`config.mk`:
```
export PLATFORM = sky130hd
export DESIGN_NAME = pipe_hazard_unit_flat
export DESIGN_NICKNAME = d
export VERILOG_FILES = /design/src/rtl/pipe_hazard_unit_if.sv /design/src/rtl/pipe_hazard_unit.sv /design/src/flat_wrapper.sv
export SDC_FILE = /design/constraint.sdc
export NUM_CORES = 1
export LEC_CHECK = 0
export CAP_MARGIN = 20
export CORE_ASPECT_RATIO = 1.2
export CORE_UTILIZATION = 30
export DETAILED_ROUTE_END_ITERATION = 6
export GPL_ROUTABILITY_DRIVEN = 0
export PLACE_DENSITY = 0.8
export RECOVER_POWER = 25
export SLEW_MARGIN = 0
export SYNTH_ARGS = -nofsm -noshare
export SYNTH_HDL_FRONTEND = slang
export SYNTH_SLANG_ARGS = --single-unit
```
`constraint.sdc`:
```
create_clock -name CLK -period 2.55 [get_ports CLK]
set_clock_uncertainty 0.1 [all_clocks]
set_input_delay 0.51 -clock CLK [delete_from_list [all_inputs] [get_ports CLK]]
set_output_delay 0.51 -clock CLK [all_outputs]
set_load 0.05 [all_outputs]
```
`src/rtl/pipe_hazard_unit_if.sv`:
```
// -----------------------------------------------------------------------------
// pipe_hazard_unit_if
//
// Groups the ID-stage instruction fields, the forwarding data sources and the
// hazard-unit results into one bundle between the pipeline and the hazard unit.
//
// Signal summary:
//   id_valid          ID holds a real instruction
//   id_rs, id_rt      ID source register addresses
//   id_use_rs/rt      source is actually read by the ID instruction
//   id_rd, id_we      ID destination address / writes a register
//   id_load           ID instruction is a load
//   flush             branch taken in EX; squash the ID instruction
//   rf_a, rf_b        register-file read data for rs / rt
//   stage_data        result of stage k at [k*WORD_WIDTH +: WORD_WIDTH]
//   op_a, op_b        forwarded operands to ID/EX
//   stall             hold PC and IF/ID, insert a bubble
//   pc_we, ifid_we    write enables, both ~stall
//   stall_cnt         saturating count of stall cycles
//   sb_valid          debug view: valid bit of each scoreboard entry
//
// Handshake: there is no valid/ready pair here. The pipeline presents the ID
// instruction every cycle; when stall is high in a cycle, that instruction is
// not accepted and must be presented again, and when flush is high it is
// dropped. The unit answers combinationally in the same cycle.
//
// Modports:
//   master  the pipeline side (drives ID fields and data sources)
//   slave   the hazard unit
// -----------------------------------------------------------------------------
interface pipe_hazard_unit_if #(
    parameter int WORD_WIDTH = 32,
    parameter int ADDR_W     = 5,
    parameter int DEPTH      = 3,
    parameter int CNT_W      = 16
);
    logic                          id_valid;
    logic [ADDR_W-1:0]             id_rs;
    logic [ADDR_W-1:0]             id_rt;
    logic                          id_use_rs;
    logic                          id_use_rt;
    logic [ADDR_W-1:0]             id_rd;
    logic                          id_we;
    logic                          id_load;
    logic                          flush;
    logic [WORD_WIDTH-1:0]         rf_a;
    logic [WORD_WIDTH-1:0]         rf_b;
    logic [DEPTH*WORD_WIDTH-1:0]   stage_data;
    logic [WORD_WIDTH-1:0]         op_a;
    logic [WORD_WIDTH-1:0]         op_b;
    logic                          stall;
    logic                          pc_we;
    logic                          ifid_we;
    logic [CNT_W-1:0]              stall_cnt;
    logic [DEPTH-1:0]              sb_valid;

    modport master (
        output id_valid, id_rs, id_rt, id_use_rs, id_use_rt,
        output id_rd, id_we, id_load, flush,
        output rf_a, rf_b, stage_data,
        input  op_a, op_b, stall, pc_we, ifid_we, stall_cnt, sb_valid
    );

    modport slave (
        input  id_valid, id_rs, id_rt, id_use_rs, id_use_rt,
        input  id_rd, id_we, id_load, flush,
        input  rf_a, rf_b, stage_data,
        output op_a, op_b, stall, pc_we, ifid_we, stall_cnt, sb_valid
    );
endinterface

```
`src/rtl/pipe_hazard_unit.sv`:
```
// -----------------------------------------------------------------------------
// pipe_hazard_unit
//
// Hazard detection and operand forwarding for the ID stage. A scoreboard with
// one entry per stage downstream of ID (entry 0 = EX, entry DEPTH-1 = WB)
// records the destination of every instruction in flight. Each ID source is
// forwarded from the youngest in-flight producer; a source whose youngest
// producer is a load that has not yet reached stage LOAD_READY stalls IF/ID
// and a bubble enters the scoreboard instead. A taken branch (flush) squashes
// the ID instruction and overrides any stall.
//
// Ports:
//   CLK   clock, all state updates on the rising edge
//   RST   synchronous, active-high reset (clears scoreboard and counter)
//   bus   pipe_hazard_unit_if.slave (ID fields, data sources, results)
//
// Parameters:
//   WORD_WIDTH  datapath width
//   ADDR_W      register-address width
//   DEPTH       tracked stages after ID, legal 1..8
//   LOAD_READY  lowest stage index where load data is valid, legal 0..DEPTH-1
//   CNT_W       stall-counter width
// -----------------------------------------------------------------------------
module pipe_hazard_unit #(
    parameter int WORD_WIDTH = 32,
    parameter int ADDR_W     = 5,
    parameter int DEPTH      = 3,
    parameter int LOAD_READY = 1,
    parameter int CNT_W      = 16
) (
    input logic              CLK,
    input logic              RST,
    pipe_hazard_unit_if.slave bus
);

    typedef struct packed {
        logic              v;
        logic [ADDR_W-1:0] rd;
        logic              we;
        logic              ld;
    } sb_entry_t;

    sb_entry_t             sb [DEPTH];
    sb_entry_t             new_entry;
    logic [CNT_W-1:0]      cnt_q;

    logic [WORD_WIDTH-1:0] op_a_c;
    logic [WORD_WIDTH-1:0] op_b_c;
    logic                  haz_a;
    logic                  haz_b;
    logic                  stall_c;

    // An entry produces a value for source s only if it is a real, writing
    // instruction targeting s. Register 0 is hard-wired and never forwarded.
    function automatic logic src_match(
        input sb_entry_t         e,
        input logic [ADDR_W-1:0] s,
        input logic              use_s
    );
        return e.v && e.we && (e.rd == s) && (s != '0) && use_s;
    endfunction

    // Forwarding and load-use detection. The loop walks from the oldest
    // entry down to entry 0 so the youngest matching producer is written
    // last and wins. A younger non-load producer therefore shadows an older
    // load to the same register, clearing the hazard.
    always_comb begin
        op_a_c = bus.rf_a;
        op_b_c = bus.rf_b;
        haz_a  = 1'b0;
        haz_b  = 1'b0;
        for (int k = DEPTH - 1; k >= 0; k--) begin
            if (src_match(sb[k], bus.id_rs, bus.id_use_rs)) begin
                op_a_c = bus.stage_data[k*WORD_WIDTH +: WORD_WIDTH];
                haz_a  = sb[k].ld && (k < LOAD_READY);
            end
            if (src_match(sb[k], bus.id_rt, bus.id_use_rt)) begin
                op_b_c = bus.stage_data[k*WORD_WIDTH +: WORD_WIDTH];
                haz_b  = sb[k].ld && (k < LOAD_READY);
            end
        end
    end

    // flush wins over a hazard: the ID instruction is being squashed anyway,
    // so holding the front end would only waste a cycle.
    always_comb begin
        stall_c = bus.id_valid && !bus.flush && (haz_a || haz_b);
    end

    // Entry 0 takes the ID instruction only when it actually advances;
    // a stalled, squashed or empty ID slot enters as a bubble.
    always_comb begin
        new_entry = '0;
        if (bus.id_valid && !bus.flush && !stall_c) begin
            new_entry.v  = 1'b1;
            new_entry.rd = bus.id_rd;
            new_entry.we = bus.id_we;
            new_entry.ld = bus.id_load;
        end
    end

    // Scoreboard shift register and saturating stall counter.
    always_ff @(posedge CLK) begin
        if (RST) begin
            for (int k = 0; k < DEPTH; k++) begin
                sb[k] <= '0;
            end
            cnt_q <= '0;
        end else begin
            sb[0] <= new_entry;
            for (int k = 1; k < DEPTH; k++) begin
                sb[k] <= sb[k-1];
            end
            if (stall_c && (cnt_q != {CNT_W{1'b1}})) begin
                cnt_q <= cnt_q + CNT_W'(1);
            end
        end
    end

    always_comb begin
        bus.sb_valid = '0;
        for (int k = 0; k < DEPTH; k++) begin
            bus.sb_valid[k] = sb[k].v;
        end
    end

    assign bus.op_a      = op_a_c;
    assign bus.op_b      = op_b_c;
    assign bus.stall     = stall_c;
    assign bus.pc_we     = ~stall_c;
    assign bus.ifid_we   = ~stall_c;
    assign bus.stall_cnt = cnt_q;

endmodule

```
`src/flat_wrapper.sv`:
```
// flat-port wrapper written by rule: the top's interface ports become plain ports
module pipe_hazard_unit_flat 
#(
    parameter int WORD_WIDTH = 32,
    parameter int ADDR_W     = 5,
    parameter int DEPTH      = 3,
    parameter int LOAD_READY = 1,
    parameter int CNT_W      = 16
)
  (CLK, RST, bus_id_valid, bus_id_rs, bus_id_rt, bus_id_use_rs, bus_id_use_rt, bus_id_rd, bus_id_we, bus_id_load, bus_flush, bus_rf_a, bus_rf_b, bus_stage_data, bus_op_a, bus_op_b, bus_stall, bus_pc_we, bus_ifid_we, bus_stall_cnt, bus_sb_valid);
  pipe_hazard_unit_if #(.WORD_WIDTH(WORD_WIDTH), .ADDR_W(ADDR_W), .DEPTH(DEPTH), .CNT_W(CNT_W)) bus_i ();
  input logic CLK;
  input logic RST;
  input wire logic [$bits(bus_i.id_valid)-1:0] bus_id_valid;
  input wire logic [$bits(bus_i.id_rs)-1:0] bus_id_rs;
  input wire logic [$bits(bus_i.id_rt)-1:0] bus_id_rt;
  input wire logic [$bits(bus_i.id_use_rs)-1:0] bus_id_use_rs;
  input wire logic [$bits(bus_i.id_use_rt)-1:0] bus_id_use_rt;
  input wire logic [$bits(bus_i.id_rd)-1:0] bus_id_rd;
  input wire logic [$bits(bus_i.id_we)-1:0] bus_id_we;
  input wire logic [$bits(bus_i.id_load)-1:0] bus_id_load;
  input wire logic [$bits(bus_i.flush)-1:0] bus_flush;
  input wire logic [$bits(bus_i.rf_a)-1:0] bus_rf_a;
  input wire logic [$bits(bus_i.rf_b)-1:0] bus_rf_b;
  input wire logic [$bits(bus_i.stage_data)-1:0] bus_stage_data;
  output wire logic [$bits(bus_i.op_a)-1:0] bus_op_a;
  output wire logic [$bits(bus_i.op_b)-1:0] bus_op_b;
  output wire logic [$bits(bus_i.stall)-1:0] bus_stall;
  output wire logic [$bits(bus_i.pc_we)-1:0] bus_pc_we;
  output wire logic [$bits(bus_i.ifid_we)-1:0] bus_ifid_we;
  output wire logic [$bits(bus_i.stall_cnt)-1:0] bus_stall_cnt;
  output wire logic [$bits(bus_i.sb_valid)-1:0] bus_sb_valid;
  assign bus_i.id_valid = bus_id_valid;
  assign bus_i.id_rs = bus_id_rs;
  assign bus_i.id_rt = bus_id_rt;
  assign bus_i.id_use_rs = bus_id_use_rs;
  assign bus_i.id_use_rt = bus_id_use_rt;
  assign bus_i.id_rd = bus_id_rd;
  assign bus_i.id_we = bus_id_we;
  assign bus_i.id_load = bus_id_load;
  assign bus_i.flush = bus_flush;
  assign bus_i.rf_a = bus_rf_a;
  assign bus_i.rf_b = bus_rf_b;
  assign bus_i.stage_data = bus_stage_data;
  assign bus_op_a = bus_i.op_a;
  assign bus_op_b = bus_i.op_b;
  assign bus_stall = bus_i.stall;
  assign bus_pc_we = bus_i.pc_we;
  assign bus_ifid_we = bus_i.ifid_we;
  assign bus_stall_cnt = bus_i.stall_cnt;
  assign bus_sb_valid = bus_i.sb_valid;
  pipe_hazard_unit #(.WORD_WIDTH(WORD_WIDTH), .ADDR_W(ADDR_W), .DEPTH(DEPTH), .LOAD_READY(LOAD_READY), .CNT_W(CNT_W)) u_core (.CLK(CLK), .RST(RST), .bus(bus_i));
endmodule
```
==> metrics.log, run 1 <==
INFO  metric hold_violations = 0
INFO  metric largest_net_degree_at_the_start_of_global_routing = 33
INFO  metric ios = roughly 270
INFO  metric die_outline_area = 15100 um^2
INFO  metric detailed_place_hpwl = 18.1 mm
INFO  metric die_x = 112 um
INFO  metric worst_ep_arrival_time = between 2 and 3 ns
INFO  metric clock_power_share = 27.2%
INFO  metric area_growth_syn_to_layout = 170%
INFO  metric pwr-share-seq = around a quarter
INFO  metric timing.critical_path.buf_inv = 5
INFO  metric max_cap_viol_count = 0
INFO  metric grt_first_pass_wirelength = between 40 and 50 mm
INFO  metric drive_gt1_share = around half
INFO  metric ctsHtreeMaxLevel = 2
INFO  metric antenna_found_initial = 6
INFO  metric worstReg2RegStart = u_core.sb[0][5]$_SDFF_PP0_
INFO  metric holdCritPathClass = reg2reg
INFO  metric power.density_cell_area = between 200 and 250 nW/um^2
INFO  metric met2WireLength = between 15 and 20 mm
INFO  metric synth_sequential_area_ratio = between 10% and 20%
INFO  metric worst-r2r-setup-slack = ~0.040 ns
INFO  metric final_cell_area = 11800 um^2
INFO  metric fillers = between 700 and 800
INFO  metric hold_end = u_core.sb[0][9]$_SDFF_PP0_
INFO  metric post_synth_main_area_contributors = sky130_fd_sc_hd__dfxtp_1 17%, sky130_fd_sc_hd__a21boi_0 11%, sky130_fd_sc_hd__o21ai_1 10%, sky130_fd_sc_hd__a211oi_2 8.6%, sky130_fd_sc_hd__nand2_1 6.3%
INFO  metric syn-num-nets = 792
INFO  metric hold_path_depth = 1
INFO  metric clock_tree.buffer_depth = 2
INFO  metric placed_cells = 1106
INFO  metric p_switching = ~860 uW
INFO  metric chipHeight = roughly 130 um
INFO  metric power.internal = approximately 1700 uW
INFO  metric tritoncts = done
INFO  metric highest_layer = met5
INFO  metric violations = negative setup slack
INFO  metric vdd.ir_drop.worst = 395 uV
INFO  metric setup.worst_path.start_class = flop
INFO  metric setup_viol = 70
INFO  metric port_buffers = between 200 and 300
INFO  metric multiInputGateArea = roughly 5500 um^2
INFO  metric tightestPinTransition = about 1.2 ns
INFO  metric total_via_count_after_detailed_routing = ~7000
INFO  metric layoutNonFillerInstCount = 1144
INFO  metric wire_per_inst = 27.3 um
INFO  metric synth.lib_cells_used.distinct = 44
INFO  metric route.detailed.drc = 0
INFO  metric crit_top_cell = sky130_fd_sc_hd__buf_12
INFO  metric outcome = finished with violations
INFO  metric worst_path_largest_cell_delay = roughly 0.53 ns
INFO  metric layout_setup_ws = -0.599 ns
INFO  metric aggregate_global_route_resource_usage = 38.2%
INFO  metric detailedRoute.firstPassIterationCount = 5
INFO  metric met1_length = between 10 and 15 mm
INFO  metric slew-limit-headroom = 19.2%
INFO  metric power.switching_fraction = between 30% and 40%
INFO  metric worst-setup-path-type = reg2out
INFO  metric cts-root-buf = sky130_fd_sc_hd__clkbuf_16
INFO  metric synth_top_cell_area_share = between 10% and 20%
INFO  metric clock_insertion_delay_worst_skew = ~0.28 ns
INFO  metric area_of_the_placeable_core = 14400 um^2
INFO  metric wl = 31.2 mm
INFO  metric synth_async_sr_flop_share = 0%
INFO  metric synthMostInstantiatedCell = sky130_fd_sc_hd__o21ai_1
INFO  metric syn-cell-area = ~4400 um^2
INFO  metric rows = 48
INFO  metric postSynthAreaPerCell = just over 7 um^2
INFO  metric critical-path-top-delay-family = buffers and inverters
INFO  metric worst_r2r_path_depth = 9
INFO  metric number_of_register_bits_inferred_by_synthesis = 38
INFO  metric detail_route.iter0.violations = 648
INFO  metric synth_cells = 608
INFO  metric instance_area_after_placement = around 10000 um^2
INFO  metric grt_overflow_total = 0
INFO  metric yosys_most_used_dff = sky130_fd_sc_hd__dfxtp_1
INFO  metric startpoint_of_the_lowest_slack_hold_path = u_core.sb[0][1]$_SDFF_PP0_
INFO  metric rsz0062_at_grt = true
INFO  metric dp_worst_setup_slack = -0.895 ns
INFO  metric timing.critical_path.required = just under 2 ns
INFO  metric min_period = roughly 3.1 ns
INFO  metric nNetsFinal = approximately 1100
INFO  metric cts-buffers-inserted = 5
INFO  metric route.antenna.remaining_nets = 0
INFO  metric crit_path_max_fanout = 6
INFO  metric crit_path_cell_trace = xor2_1 -> or4_4 -> buf_6 -> nor3_4 -> buf_12 -> clkbuf_16 -> a211oi_2 -> buf_4 -> o21ai_4 -> buf_12
INFO  metric grt_pass1_vias = approximately 7400
INFO  metric synth-warning-count = 0
INFO  metric critPathCaptureType = output port
INFO  metric power.static_leakage = around 0.0043 uW
INFO  metric proportion_of_power_drawn_by_combinational_gates = around 50%
INFO  metric peak_freq = around 0.32 GHz
INFO  metric synth.cells.most_frequent = 92 x sky130_fd_sc_hd__o21ai_1, 74 x sky130_fd_sc_hd__nand2_1, 64 x sky130_fd_sc_hd__a21boi_0
INFO  metric met3RoutedLength = between 2 and 3 mm
INFO  metric share_of_the_cycle_needed_by_the_critical_path_after_routing = 123%
INFO  metric worst_setup_hold_path_clk_slew = approximately 0.060 ns
INFO  metric route.detailed.vias_per_inst = 6.16
INFO  metric critical-path-slowest-cell = sky130_fd_sc_hd__or4_4
INFO  metric area.sequential = ~760 um^2
INFO  metric slew_violations = 0
INFO  metric rr_endpoint = u_core.bus.stall_cnt[0]$_SDFFE_PP0P_
INFO  metric cts.sink_count = 38
INFO  metric initial_core_util = a little under a third
INFO  metric synth_top_cell_by_area = sky130_fd_sc_hd__dfxtp_1
INFO  metric synth_enable_flop_cells = 0
[per-stage QoR]
step | power, uW | utilization (%) | hold WS, ns | setup TNS [ns]
after floorplan | 1070 | - | 0.359 | -12.55
after global placement | 1770 | 70.1 | 0.366 | -65.04
after detailed placement | 1780 | 70.1 | 0.377 | -68.17
after CTS | 2570 | 81.3 | 0.390 | -30.13
after global routing | 2680 | 82.5 | 0.402 | -34.80
final | 2610 | 82.5 | 0.385 | -31.97
[per-layer routing]
layer  track usage (%)  up-vias
li1                  -     2903
met3              10.6      203
met5                 0        -
met1              40.0     3421
met2              68.4      511
met4              22.7        4
[power groups by stage]
stage / sequential (uW) / combinational, uW / clock (uW)
2_1_floorplan: 619 / 447 / 0
3_3_place_gp: 619 / 1150 / 0
3_5_place_dp: 620 / 1160 / 0
4_1_cts: 607 / 1250 / 715
5_1_grt: 608 / 1330 / 745
6_report: 608 / 1290 / 710
[worst max-delay path by stage]
stage	from	end	slack (ns)	cells after the start
after detailed placement	bus_id_rs[4]	bus_op_a[25]	-0.90	10
final	u_core.sb[0][14]$_SDFF_PP0_	bus_op_a[11]	-0.60	10
after CTS	bus_id_rs[4]	bus_op_a[2]	-0.52	12
after floorplan	bus_id_rt[1]	bus_op_b[1]	-0.23	7
after global placement	bus_id_rs[4]	bus_op_a[22]	-0.82	10
after global routing	bus_id_rs[4]	bus_op_a[7]	-0.64	11
[cell type report]
cell class / count / share of cell area [%]
Clock buffer: 5 / 1.06
Multi-Input combinational cell: 507 / 46.1
Clock inverter: 3 / 0.380
Tap cell: 175 / 1.85
Antenna cell: 3 / 0.0634
Inverter: 1 / 0.0317
Timing Repair Buffer: 412 / 44.1
Sequential cell: 38 / 6.44
[flip-flops by register name, summed over array words and instances, names as in the netlist]
name and cells:
u_core.sb 22, u_core.bus.stall_cnt 16
[kinds of logic (layout without fill, tap and decap cells)]
family                   after synthesis  count (layout)  share of synthesized area (%)
AND/OR/NAND/NOR                      183             183                           22.3
XOR/XNOR                              30              30                           5.99
buffers and inverters                 63             421                           7.07
AO/OA/AOI/OAI                        277             277                           42.9
other                                  0               3                              0
multiplexers                          16              16                           4.08
adder cells (fa/ha/maj)                1               1                          0.285
flip-flops                            38              38                           17.3
[cells in the final DEF, fill, tap and decap left out, types with 7 or more instances in the layout]
master                            Yosys  routed
sky130_fd_sc_hd__buf_6                4      36
sky130_fd_sc_hd__a21boi_1             0       8
sky130_fd_sc_hd__xnor2_1             18      14
sky130_fd_sc_hd__nand4_1             12      12
sky130_fd_sc_hd__nand3_1              8       7
sky130_fd_sc_hd__nor2_1              19      18
sky130_fd_sc_hd__buf_4                4      59
sky130_fd_sc_hd__a211oi_2            30      20
sky130_fd_sc_hd__o21ai_1             92      23
sky130_fd_sc_hd__and3_1               9       9
sky130_fd_sc_hd__o21ai_4              0      97
sky130_fd_sc_hd__o21ai_2              1       9
sky130_fd_sc_hd__a21oi_4              0      13
sky130_fd_sc_hd__nor3b_1              7       7
sky130_fd_sc_hd__clkbuf_16            0      10
sky130_fd_sc_hd__a211oi_4             0      43
sky130_fd_sc_hd__buf_12               0     104
sky130_fd_sc_hd__nor2b_1             29      29
sky130_fd_sc_hd__dfxtp_1             38      36
sky130_fd_sc_hd__nand2_1             74      67
sky130_fd_sc_hd__mux2_4               0      13
sky130_fd_sc_hd__a21boi_2             1      24
sky130_fd_sc_hd__clkdlybuf4s50_1      0     188
sky130_fd_sc_hd__a21boi_0            64      30
[what timing repair did]
| item | 4_1_cts | 5_1_grt |
|---|---|---|
| gates cloned | 13 | 6 |
| hold buffers | 0 | 0 |
| endpoints found under the setup margin | 90 | 86 |
| setup buffers | 27 | 18 |
| pin swaps | 95 | 57 |
| gates resized for setup | 276 | 55 |
No activity file was read; power rests on OpenSTA's default activity.
==> inputs of run 2 (changes only) <==
--- a/config.mk
+++ b/config.mk
@@ -10,8 +10,9 @@
 export CORE_UTILIZATION = 30
 export DETAILED_ROUTE_END_ITERATION = 6
 export GPL_ROUTABILITY_DRIVEN = 0
-export PLACE_DENSITY = 0.8
+export PLACE_DENSITY = 0.77
 export RECOVER_POWER = 25
+export SKIP_CTS_REPAIR_TIMING = 1
 export SLEW_MARGIN = 0
 export SYNTH_ARGS = -nofsm -noshare
 export SYNTH_HDL_FRONTEND = slang
==> constraint.sdc (replaced) <==
create_clock -name CLK -period 3.67 [get_ports CLK]
set_clock_uncertainty 0.1 [all_clocks]
set_input_delay 0.734 -clock CLK [delete_from_list [all_inputs] [get_ports CLK]]
set_output_delay 0.734 -clock CLK [all_outputs]
set_load 0.05 [all_outputs]
==> metrics.log, run 2 (synthesis results as in run 1) <==
INFO  metric power.density_cell_area = 190 nW/um^2 (was 220 nW/um^2)
INFO  metric total_via_count_after_detailed_routing = 6000 (was 7042)
INFO  metric setup.worst_path.start_class = primary input (was flop)
INFO  metric setup_viol = 0 (was 70)
INFO  metric ios = 269 (unchanged)
INFO  metric startpoint_of_the_lowest_slack_hold_path = u_core.sb[0][1]$_SDFF_PP0_ (unchanged)
INFO  metric dp_worst_setup_slack = -0.326 ns (was -0.895 ns)
INFO  metric fillers = 1180 (was 720)
INFO  metric max_reg_flops = 22 (unchanged)
INFO  metric route.detailed.vias_per_inst = 5.55 (was 6.16)
INFO  metric cts-root-buf = sky130_fd_sc_hd__clkbuf_16 (unchanged)
INFO  metric antennaDiodeCount = 0 (was 3)
INFO  metric die_x = 112 um (unchanged)
INFO  metric detail_route.iter0.violations = 401 (was 648)
INFO  metric die_outline_area = 15100 um^2 (unchanged)
INFO  metric slew-limit-headroom = 24.3% (was 19.2%)
INFO  metric timing.critical_path.required = 2.84 ns (was 1.94 ns)
INFO  metric grt_overflow_total = 0 (unchanged)
INFO  metric max_cap_viol_count = 0 (unchanged)
INFO  metric ctsHtreeMaxLevel = 2 (unchanged)
INFO  metric area_growth_syn_to_layout = 105% (was 170%)
INFO  metric final_util = 62.6% (was 82.5%)
INFO  metric detailedRoute.firstPassIterationCount = 5 (unchanged)
INFO  metric clock_tree.buffer_depth = 2 (unchanged)
INFO  metric worst-r2r-setup-slack = 1.28 ns (was 0.04 ns)
INFO  metric multiInputGateArea = 3590 um^2 (was 5460 um^2)
INFO  metric wl = 21.2 mm (was 31.2 mm)
INFO  metric route.antenna.remaining_nets = 0 (unchanged)
INFO  metric route.detailed.drc = 0 (unchanged)
INFO  metric min_period = 3.57 ns
INFO  metric tritoncts = done (unchanged)
INFO  metric worst_setup_hold_path_clk_slew = 0.06 ns (about the same)
INFO  metric most_frequent_standard_cell_in_the_layout_excluding_fill_and_tap_cells = sky130_fd_sc_hd__clkdlybuf4s50_1 (unchanged)
INFO  metric area.sequential = 761 um^2 (was 763 um^2)
INFO  metric share_of_the_cycle_needed_by_the_critical_path_after_routing = 97.3%
INFO  metric crit_path_max_fanout = 11 (was 6)
INFO  metric rr_endpoint = u_core.bus.stall_cnt[0]$_SDFFE_PP0P_ (unchanged)
INFO  metric antenna_found_initial = 0 (was 6)
INFO  metric outcome = finished clean (was finished with violations)
INFO  metric grt_pass1_vias = 5648 (was 7403)
INFO  metric cts-buffers-inserted = 5 (unchanged)
INFO  metric chipHeight = 134 um (unchanged)
INFO  metric tightestPinTransition = 1.13 ns (was 1.21 ns)
INFO  metric cts.sink_count = 38 (unchanged)
INFO  metric worst-setup-path-type = in2out (was reg2out)
INFO  metric worst_ep_arrival_time = 2.74 ns (was 2.54 ns)
INFO  metric largest_register = u_core.sb (unchanged)
INFO  metric highest_count_cells_in_the_layout_ignoring_fill_and_taps = 172 x sky130_fd_sc_hd__clkdlybuf4s50_1, 74 x sky130_fd_sc_hd__nand2_1, 74 x sky130_fd_sc_hd__buf_12, 72 x sky130_fd_sc_hd__o21ai_1, 56 x sky130_fd_sc_hd__buf_4 (was 188 x sky130_fd_sc_hd__clkdlybuf4s50_1, 104 x sky130_fd_sc_hd__buf_12, 97 x sky130_fd_sc_hd__o21ai_4, 67 x sky130_fd_sc_hd__nand2_1, 59 x sky130_fd_sc_hd__buf_4)
INFO  metric port_buffers = 268 (unchanged)
INFO  metric nNetsFinal = 1089 (was 1149)
INFO  metric hold_violations = 0 (unchanged)
INFO  metric detailed_place_hpwl = 15.7 mm (was 18.1 mm)
INFO  metric hold_end = u_core.sb[0][9]$_SDFF_PP0_ (unchanged)
INFO  metric holdCritPathClass = reg2reg (unchanged)
INFO  metric peak_freq = between 0.2 and 0.3 GHz
INFO  metric area_of_the_placeable_core = 14400 um^2 (unchanged)
INFO  metric aggregate_global_route_resource_usage = 25.8% (was 38.2%)
INFO  metric vdd.ir_drop.worst = 333 uV (was 395 uV)
INFO  metric worst_r2r_path_depth = 7 (was 9)
INFO  metric largest_net_degree_at_the_start_of_global_routing = 29 (was 33)
INFO  metric grt_first_pass_wirelength = 30.4 mm (was 43.9 mm)
INFO  metric initial_core_util = 30.6% (unchanged)
INFO  metric clock_insertion_delay_worst_skew = 0.29 ns (was 0.28 ns)
INFO  metric wire_per_inst = 19.6 um (was 27.3 um)
INFO  metric slew_violations = 0 (unchanged)
INFO  metric critPathCaptureType = output port (unchanged)
INFO  metric power.static_leakage = 0.00348 uW (was 0.00427 uW)
INFO  metric rows = 48 (unchanged)
INFO  metric hold_path_depth = 1 (unchanged)
INFO  metric drive_gt1_share = 26.9% (was 50.7%)
INFO  metric worstReg2RegStart = u_core.sb[0][6]$_SDFF_PP0_ (was u_core.sb[0][5]$_SDFF_PP0_)
INFO  metric layout_setup_ws = 0.0977 ns (was -0.599 ns)
==> run 2: cell count changes in the layout (fill, tap and decap cells not counted), moves of 24 or more <==
cell	change
sky130_fd_sc_hd__o21ai_0	+32
sky130_fd_sc_hd__o21ai_1	+49
sky130_fd_sc_hd__buf_6	-24
sky130_fd_sc_hd__o21ai_4	-96
sky130_fd_sc_hd__a211oi_4	-40
sky130_fd_sc_hd__buf_12	-30
sky130_fd_sc_hd__a211oi_1	+24
==> run 2: report_power, final <==
| part | switching, uW | total (uW) | internal, uW |
|---|---|---|---|
| Clock | 177 | 567 | 390 |
| Sequential | 5.25 | 423 | 417 |
| Combinational | 318 | 720 | 402 |
| Total | 500 | 1710 | 1210 |
==> run 2: cell type report <==
type	count	share of cell area [%]
clock buffers	5	1.39
multi-input cells	508	39.9
flip-flops and latches	38	8.47
clock inverters	3	0.766
inverters	1	0.0418
well taps	175	2.44
repair buffers	351	47.0
==> run 2: critical path: stages <==
cell	delay, ns
sky130_fd_sc_hd__dlymetal6s2s_1	0.15
sky130_fd_sc_hd__xor2_1	0.17
sky130_fd_sc_hd__or4_4	0.53
sky130_fd_sc_hd__buf_4	0.16
sky130_fd_sc_hd__nor3_4	0.15
sky130_fd_sc_hd__buf_6	0.16
sky130_fd_sc_hd__buf_4	0.20
sky130_fd_sc_hd__a211oi_1	0.06
sky130_fd_sc_hd__o21ai_1	0.24
sky130_fd_sc_hd__buf_12	0.17
==> run 2: worst max-delay path by stage <==
stage	from	end	slack, ns
finish	bus_id_rs[0]	bus_op_a[21]	0.1
global route	bus_id_rs[1]	bus_op_a[14]	-0.006
CTS	bus_id_rs[4]	bus_op_a[10]	-0.33
detailed placement	bus_id_rs[4]	bus_op_a[10]	-0.33
global placement	bus_id_rs[4]	bus_op_a[10]	-0.31
floorplan	bus_id_rs[1]	bus_stall	-0.01
==> run 2: per-layer routing <==
metal / part of all wire [%] / track usage, % / vias to the layer above
met1: 38 / 29.0 / 2790
li1: - / - / 2823
met5: 0 / 0 / -
met3: 7.1 / 4.35 / 55
met2: 51 / 47.8 / 332
met4: 3.6 / 11.5 / 0
==> run 2: per-stage QoR <==
stage / TNS, ns / instances / hold slack, ns / total power [uW] / cell area [um^2]
floorplan: -0.0148 / 608 / 0.359 / 692 / 4390
global placement: -11.16 / 1061 / 0.368 / 1130 / 8360
detailed placement: -11.73 / 1061 / 0.385 / 1130 / 8360
CTS: -12.12 / 1069 / 0.389 / 1700 / 8550
global route: -0.00641 / 1081 / 0.412 / 1770 / 8990
finish: 0 / 1081 / 0.392 / 1710 / 8990
==> inputs of run 3 (changes only) <==
--- a/config.mk
+++ b/config.mk
@@ -10,6 +10,7 @@
 export CORE_UTILIZATION = 30
 export DETAILED_ROUTE_END_ITERATION = 6
 export GPL_ROUTABILITY_DRIVEN = 0
+export MAX_ROUTING_LAYER = met4
 export PLACE_DENSITY = 0.77
 export RECOVER_POWER = 25
 export SKIP_CTS_REPAIR_TIMING = 1
==> metrics.log, run 3 (synthesis results as in run 1) <==
INFO  metric outcome = finished clean (unchanged)
INFO  metric cts.sink_count = 38 (unchanged)
INFO  metric tightestPinTransition = 1.14 ns (was 1.13 ns)
INFO  metric largest_net_degree_at_the_start_of_global_routing = 29 (unchanged)
INFO  metric cts-root-buf = sky130_fd_sc_hd__clkbuf_16 (unchanged)
INFO  metric area_of_the_placeable_core = 14400 um^2 (unchanged)
INFO  metric grt_overflow_total = 0 (unchanged)
INFO  metric worst-r2r-setup-slack = 1.27 ns (was 1.28 ns)
INFO  metric wire_per_inst = 19.7 um (was 19.6 um)
INFO  metric slew_violations = 0 (unchanged)
INFO  metric tritoncts = done (unchanged)
INFO  metric rows = 48 (unchanged)
INFO  metric power.static_leakage = 0.00349 uW (was 0.00348 uW)
INFO  metric worst_r2r_path_depth = 7 (unchanged)
INFO  metric fillers = 1178 (was 1180)
INFO  metric critPathCaptureType = output port (unchanged)
INFO  metric worst_setup_hold_path_clk_slew = 0.06 ns (about the same)
INFO  metric nNetsFinal = 1089 (unchanged)
INFO  metric vdd.ir_drop.worst = 333 uV (about the same)
INFO  metric most_frequent_standard_cell_in_the_layout_excluding_fill_and_tap_cells = sky130_fd_sc_hd__clkdlybuf4s50_1 (unchanged)
INFO  metric detailedRoute.firstPassIterationCount = 5 (unchanged)
INFO  metric timing.critical_path.required = 2.84 ns (about the same)
INFO  metric detailed_place_hpwl = 15.7 mm (unchanged)
INFO  metric ios = 269 (unchanged)
INFO  metric drive_gt1_share = 27.4% (was 26.9%)
INFO  metric aggregate_global_route_resource_usage = 26.6% (was 25.8%)
INFO  metric holdCritPathClass = reg2reg (unchanged)
INFO  metric multiInputGateArea = 3600 um^2 (was 3590 um^2)
INFO  metric cts-buffers-inserted = 5 (unchanged)
INFO  metric rr_endpoint = u_core.bus.stall_cnt[0]$_SDFFE_PP0P_ (unchanged)
INFO  metric final_util = 62.7% (was 62.6%)
INFO  metric share_of_the_cycle_needed_by_the_critical_path_after_routing = 97.6% (was 97.3%)
INFO  metric grtUsageMet2 = 47.9% (was 47.8%)
INFO  metric startpoint_of_the_lowest_slack_hold_path = u_core.sb[0][1]$_SDFF_PP0_ (unchanged)
INFO  metric ctsHtreeMaxLevel = 2 (unchanged)
INFO  metric grt.met3_usage = 4.04% (was 4.35%)
INFO  metric finalHoldWorstSlack = 0.392 ns (about the same)
INFO  metric clock_tree.buffer_depth = 2 (unchanged)
INFO  metric antenna_found_initial = 0 (unchanged)
INFO  metric max_reg_flops = 22 (unchanged)
INFO  metric worstReg2RegStart = u_core.sb[0][6]$_SDFF_PP0_ (unchanged)
INFO  metric largest_register = u_core.sb (unchanged)
INFO  metric route.detailed.drc = 0 (unchanged)
INFO  metric power.density_cell_area = 190 nW/um^2 (about the same)
INFO  metric setup_viol = 0 (unchanged)
INFO  metric route.detailed.vias_per_inst = 5.52 (was 5.55)
INFO  metric worst_ep_arrival_time = 2.75 ns (was 2.74 ns)
INFO  metric hold_violations = 0 (unchanged)
INFO  metric min_period = 3.58 ns (was 3.57 ns)
INFO  metric crit_path_max_fanout = 6 (was 11)
INFO  metric worst-setup-path-type = in2out (unchanged)
INFO  metric met1_usage = 29.1% (was 29.0%)
INFO  metric peak_freq = 0.279 GHz (was 0.280 GHz)
INFO  metric detail_route.iter0.violations = 385 (was 401)
INFO  metric area.sequential = 761 um^2 (unchanged)
INFO  metric initial_core_util = 30.6% (unchanged)
INFO  metric dp_worst_setup_slack = -0.326 ns (unchanged)
INFO  metric port_buffers = 268 (unchanged)
INFO  metric setup.worst_path.start_class = primary input (unchanged)
INFO  metric route.antenna.remaining_nets = 0 (unchanged)
INFO  metric critPathCapture = bus_op_a[10] (was bus_op_a[21])
INFO  metric post_layout_total_power = 1710 uW (about the same)
INFO  metric total_via_count_after_detailed_routing = 5970 (was 6000)
INFO  metric grt-busiest-layer = met2 (unchanged)
INFO  metric area_growth_syn_to_layout = 105% (about the same)
INFO  metric grt_pass1_vias = 5653 (was 5648)
INFO  metric slew-limit-headroom = 24.0% (was 24.3%)
INFO  metric worst_setup_path_startpoint = bus_id_rs[0] (unchanged)
INFO  metric max_cap_viol_count = 0 (unchanged)
INFO  metric clock_insertion_delay_worst_skew = 0.29 ns (about the same)
INFO  metric grt_first_pass_wirelength = 30.4 mm (about the same)
INFO  metric wl = 21.2 mm (about the same)
INFO  metric chipHeight = 134 um (unchanged)
INFO  metric layout_setup_ws = 0.0898 ns (was 0.0977 ns)
INFO  metric antennaDiodeCount = 0 (unchanged)
INFO  metric highest_count_cells_in_the_layout_ignoring_fill_and_taps = 172 x sky130_fd_sc_hd__clkdlybuf4s50_1, 74 x sky130_fd_sc_hd__nand2_1, 74 x sky130_fd_sc_hd__buf_12, 69 x sky130_fd_sc_hd__o21ai_1, 56 x sky130_fd_sc_hd__buf_4 (was 172 x sky130_fd_sc_hd__clkdlybuf4s50_1, 74 x sky130_fd_sc_hd__nand2_1, 74 x sky130_fd_sc_hd__buf_12, 72 x sky130_fd_sc_hd__o21ai_1, 56 x sky130_fd_sc_hd__buf_4)
INFO  metric die_outline_area = 15100 um^2 (unchanged)
INFO  metric die_x = 112 um (unchanged)
run 3: critical path, stage by stage:
cell,delay (ns)
sky130_fd_sc_hd__dlymetal6s2s_1,0.15
sky130_fd_sc_hd__xor2_1,0.17
sky130_fd_sc_hd__or4_4,0.53
sky130_fd_sc_hd__buf_4,0.16
sky130_fd_sc_hd__nor3_4,0.15
sky130_fd_sc_hd__buf_6,0.16
sky130_fd_sc_hd__buf_12,0.13
sky130_fd_sc_hd__a211oi_1,0.05
sky130_fd_sc_hd__o21ai_1,0.22
sky130_fd_sc_hd__buf_4,0.17
sky130_fd_sc_hd__buf_12,0.12
run 3: layout make-up:
class | instances | share of cell area [%]
timing repair buffer | 351 | 46.9
multi-input combinational | 508 | 40.0
sequential | 38 | 8.45
tap | 175 | 2.43
clock buffer | 5 | 1.39
clock inverter | 3 | 0.765
inverter | 1 | 0.0417
run 3: layer usage:
layer	vias up	wire length (um)
met2	316	10800
li1	2824	-
met4	0	799
met1	2772	8230
met3	58	1400
met5	-	0
run 3: where the power goes:
group	switching [uW]	total, uW	internal (uW)	leakage (uW)
Clock	178	569	390	0.0000940
Sequential	5.21	423	417	0.000307
Combinational	319	721	402	0.00309
Total	502	1710	1210	0.00349
run 3: how the worst min path moves through the flow:
stage                                              to  slack [ns]  cells after the start
after floorplan            u_core.sb[0][9]$_SDFF_PP0_        0.36                      1
after global placement    u_core.sb[0][17]$_SDFF_PP0_        0.37                      1
after detailed placement  u_core.sb[0][17]$_SDFF_PP0_        0.38                      1
after CTS                  u_core.sb[0][9]$_SDFF_PP0_        0.39                      1
after global routing       u_core.sb[0][9]$_SDFF_PP0_        0.41                      1
final                      u_core.sb[0][9]$_SDFF_PP0_        0.39                      1
run 3: stage by stage:
| stage | instances | area, um^2 | TNS (ns) |
|---|---|---|---|
| floorplan | 608 | 4390 | -0.0148 |
| global placement | 1061 | 8360 | -11.16 |
| detailed placement | 1061 | 8360 | -11.73 |
| CTS | 1069 | 8550 | -12.12 |
| global route | 1081 | 9000 | -0.00810 |
| finish | 1081 | 9000 | 0 |
